===== src/rtl/axis_cfg_writer.sv =====
// AXI-Stream slave that writes (index, value) word pairs into a bank of CFG_NUM config registers.
// Optional macro AXIS_CFG_WRITER_STROBE_EN adds the per-register write strobe output cfg_strb.
module axis_cfg_writer #(
   parameter int AXIS_TDATA_WIDTH = 32,
   parameter int CFG_NUM          = 4,
   parameter int ERR_CNTR_WIDTH   = 16
) (
   input  logic                                  aclk,
   input  logic                                  aresetn,
   input  logic [AXIS_TDATA_WIDTH-1:0]           s_axis_tdata,
   input  logic                                  s_axis_tvalid,
   input  logic                                  s_axis_tlast,
   output logic                                  s_axis_tready,
   output logic [CFG_NUM*AXIS_TDATA_WIDTH-1:0]   cfg_data,
   output logic [ERR_CNTR_WIDTH-1:0]             sts_err
`ifdef AXIS_CFG_WRITER_STROBE_EN
   ,
   output logic [CFG_NUM-1:0]                    cfg_strb
`endif
);

   localparam int W  = AXIS_TDATA_WIDTH;
   // Widened so the index compare sees the full word and CFG_NUM up to 256 fits.
   localparam int CW = AXIS_TDATA_WIDTH + 9;

   typedef enum logic {ST_ADDR = 1'b0, ST_DATA = 1'b1} state_t;

   state_t          state;
   logic [W-1:0]    idx;
   logic [CW-1:0]   idx_ext;
   logic            beat;
   logic            in_range;

   assign beat     = s_axis_tvalid & s_axis_tready;
   assign idx_ext  = CW'(idx);
   assign in_range = idx_ext < CW'(CFG_NUM);

   function automatic logic [ERR_CNTR_WIDTH-1:0] sat_inc(input logic [ERR_CNTR_WIDTH-1:0] c);
      return (&c) ? c : c + ERR_CNTR_WIDTH'(1);
   endfunction

   always_ff @(posedge aclk) begin
      if (!aresetn) begin
         state         <= ST_ADDR;
         idx           <= '0;
         s_axis_tready <= 1'b0;
         cfg_data      <= '0;
         sts_err       <= '0;
`ifdef AXIS_CFG_WRITER_STROBE_EN
         cfg_strb      <= '0;
`endif
      end else begin
         s_axis_tready <= 1'b1;
`ifdef AXIS_CFG_WRITER_STROBE_EN
         cfg_strb      <= '0;
`endif
         if (beat) begin
            case (state)
               ST_ADDR: begin
                  idx <= s_axis_tdata;
                  if (s_axis_tlast)
                     sts_err <= sat_inc(sts_err);
                  else
                     state <= ST_DATA;
               end
               ST_DATA: begin
                  state <= ST_ADDR;
                  if (in_range) begin
                     for (int k = 0; k < CFG_NUM; k++) begin
                        if (idx_ext == CW'(k)) begin
                           cfg_data[k*W +: W] <= s_axis_tdata;
`ifdef AXIS_CFG_WRITER_STROBE_EN
                           cfg_strb[k] <= 1'b1;
`endif
                        end
                     end
                  end else begin
                     sts_err <= sat_inc(sts_err);
                  end
               end
               default: state <= ST_ADDR;
            endcase
         end
      end
   end

endmodule


===== config.mk =====
export PLATFORM = sky130hd
export DESIGN_NAME = axis_cfg_writer
export DESIGN_NICKNAME = d
export VERILOG_FILES = /design/src/rtl/axis_cfg_writer.sv
export SDC_FILE = /design/constraint.sdc
export NUM_CORES = 1
export LEC_CHECK = 0
export CAP_MARGIN = 20
export CORE_MARGIN = 8
export CORE_UTILIZATION = 45
export DETAILED_ROUTE_END_ITERATION = 10
export GPL_ROUTABILITY_DRIVEN = 0
export PLACE_DENSITY = 0.76
export SYNTH_ARGS = -nofsm -noshare
export SYNTH_HDL_FRONTEND = slang
export SYNTH_SLANG_ARGS = --single-unit

===== constraint.sdc =====
create_clock -name aclk -period 2.65 [get_ports aclk]
set_clock_uncertainty 0.15 [all_clocks]
set_input_delay 0.53 -clock aclk [delete_from_list [all_inputs] [get_ports aclk]]
set_output_delay 0.53 -clock aclk [all_outputs]
set_load 0.005 [all_outputs]

==> metrics.md <==
| Metric | Value |
|---|---|
| Status | finished clean |
| Fin cells | 1123 |
| Total core area | between 10000 and 15000 sq um |
| Root buffer cell | clkbuf_16 |
| Reg-to-Reg Start | idx[3] |
| H-Tree Depth | 4 |
| IO Port Bufs | 180 |
| WL final | 18.5 mm |
| Area growth syn-to-layout | 40.1% |
| Antenna violations before repair | 0 |
| Initial drt markers | 326 |
| Crit path max-delay family | simple AND/OR/NAND/NOR gates |
| Leakage | around 3.6 nW |
| Die area | about 19000 sq um |
| Io pins | 181 |
| Reg-to-reg endpoint | cfg_data[114] |
| Worst-path fanout max | 11 |
| CP cell instances | nor4_1 > nand4_1 > or4_2 > buf_4 > mux2i_1 > nor2_1 |
| Post_cts resized | 0 |
| Vias | 5709 |
| VDD IR-drop max | 0.000387 V |
| Synthesis-stage register bit count | 178 |
| DR DRC count | 0 |
| Final setup vio count | 0 |
| Crit path launch type | flop |
| R2r worst-path depth | 6 |
| Data arrival, critical path | 2690 ps |
| Crit end category | flop |
| Die height | 137 microns |
| Synth warn | 0 |
| Post-placement cell count | ~1.1k |
| Setup Buffers After CTS | 0 |
| Cell Rows | 44 |
| Num CTS Buffers | 17 |
| Filler cells | 1231 |
| Worst Hold Depth | 2 |
| Inserted Diodes | 0 |
| Clock-pin slew on the worst setup and hold paths | approximately 60 ps |
| Hold path endpoint | cfg_data[10] |
| Number of global-route vias before repair | 5462 |
| Antenna Violating Nets Remaining | 0 |
| Hold Violations, Final | 0 |
| Crit path buf inv count | 1 |
| Largest net degree at the start of global routing | 54 |
| Register area share after synthesis | 54.1% |
| First-pass DRT Iterations | 4 |
| CTS tree | yes |
| Clk sink count | around 180 |
| Die X | 137 microns |
| Vias per Instance | 5.08 |
| Final nets | 963 |
| WL per Instance | roughly 16 microns |
| Syn nets | 789 |
| Layout cells sized above 1 | under 10% |
| First-pass GRT wire length | 28.9 mm |
| Min-delay src | cfg_data[10] |
| Finished Core Util | roughly 64% |
| P per Cell Area | 580 nW/um^2 |
| Pin slew with the least headroom to its limit | 629 ps |
| Critical path's slowest cell | or4_2 |
| Synth Area per Inst | 8.77 sq um |
| R2r setup slk | 120 ps |
| Synth Instances | roughly 750 |
| Fin crit share | 95.4% |
| Setup CP Type | reg -> reg |
| Skew-Pair Late Insertion Delay | 430 ps |
| Post-DP HPWL | 12.7 mm |
| Yosys cell types | 34 |
| Max frequency | 396 MHz |
| Tmin final | around 2500 ps |
| HP Class | reg -> reg |
| Total Routing Usage GR | 19.6% |
| Worst path required time | approximately 2800 ps |
| GR Overflow Total | 0 |
| Max-capacitance violation count | 0 |
| Max stage delay on crit path | 760 ps |
| Max-slew headroom | between 50% and 60% |
| Max Slew Vio Count | 0 |
| CTS Buffer Depth | 2 |
| Hold Buf Count CTS | 0 |
| Initial Utilization | 45.7% |
| RSZ-0062 raised after global routing | no |
| Post-Syn Area | around 6600 sq um |
## cell usage after synthesis, drive strengths merged
cell    count  area, sq um
and3        3         18.8
nor2       68          255
or3b        1         8.76
nand2b      1         6.26
o21ai       3         15.0
buf        15          125
o211ai      2         20.0
nand4       5         31.3
nand2     202          758
inv         6         22.5
o31ai      11         82.6
a21oi     111          556
or2         1         6.26
nor4b       1         23.8
or4        13         97.6
clkbuf     36          135
nor3b       2         15.0
a41o        2         21.3
or3         3         20.0
nor3        3         15.0
dfxtp     178         3560
nor4        8         62.6
mux2i      66          661
ha          1         12.5
nand3       8         40.0
and4        2         18.8
## through the flow
step                instance area, sq um  total power [mW]  setup TNS, ps  hold WS [ps]  setup slack (ps)
finish                              9230              5.36              0           298               122
global route                        9230              5.55              0           311              6.17
CTS                                 9230              5.42              0           301              89.2
detailed placement                  8660              3.04          -54.3           294             -39.1
global placement                    8660              3.04         -0.603           287            -0.603
floorplan                           6590              2.89              0           286               557
## layer usage
| metal | GRT usage (%) | vias to the layer above | wire length, microns |
|---|---|---|---|
| li1 | - | 2877 | - |
| met1 | 24.3 | 2669 | 8230 |
| met2 | 30.7 | 149 | 8620 |
| met3 | 7.75 | 14 | 1460 |
| met4 | 6.22 | 0 | 161 |
| met5 | 0 | - | 0 |
## power breakdown
group,switching (mW),internal [mW],leakage [nW]
logic,0.154,0.107,1.91
clock network,1.03,1.34,0.283
registers,0.0186,2.70,1.44
total,1.21,4.15,3.63
## cell usage in the layout (no fill, tap or decap), types with 2 or more instances in the layout
master           count
nand2_1            202
clkdlybuf4s50_1    180
dfxtp_1            178
a21oi_1            111
nor2_1              67
mux2i_1             66
buf_4               19
clkbuf_16           17
or4_1               12
o31ai_1             11
buf_12               7
nand3_1              6
clkinv_2             6
nor4_1               5
nand4_1              5
inv_1                5
clkinv_4             4
nor4_2               3
nor3_1               3
and3_1               3
o21ai_0              3
nor3b_1              2
nand3_2              2
or3_1                2
clkbuf_8             2
## how the worst max path moves through the flow
stage / start / endpoint / slack [ps] / depth (start not counted)
final: idx[3] / cfg_data[114] / 120 / 6
after global routing: idx[3] / cfg_data[110] / 6 / 6
after CTS: idx[22] / cfg_data[114] / 90 / 6
after detailed placement: s_axis_tvalid / sts_err[7] / -40 / 6
after global placement: s_axis_tvalid / sts_err[13] / -0.6 / 6
after floorplan: s_axis_tvalid / sts_err[15] / 560 / 5
## registers in the layout, summed over array words and instances, names as in the netlist
name and count:
sts_err 16, state 1, cfg_data 128, s_axis_tready 1, idx 32
## area by class of cell
class                           instances  area (sq um)  share of cell area [%]
Clock buffer                           19           453                    4.91
Clock inverter                         13           111                    1.21
Inverter                                6          25.0                   0.271
Multi-Input combinational cell        517          2770                    29.9
Sequential cell                       178          3560                    38.6
Tap cell                              184           230                    2.49
Timing Repair Buffer                  206          2080                    22.6
## logic make-up after synthesis
group,synth area share (%)
multiplexers,10.0
buffers and inverters,4.29
AND/OR/NAND/NOR,20.9
AO/OA/AOI/OAI,10.5
adder cells (fa/ha/maj),0.190
flip-flops,54.1
## worst reg2reg max path: stages (launching register included)
cell     delay [ps]
dfxtp_1         310
nor4_1          480
nand4_1         240
or4_2           760
buf_4           240
mux2i_1         180
nor2_1           60
Power figures use the tool's default switching activity.
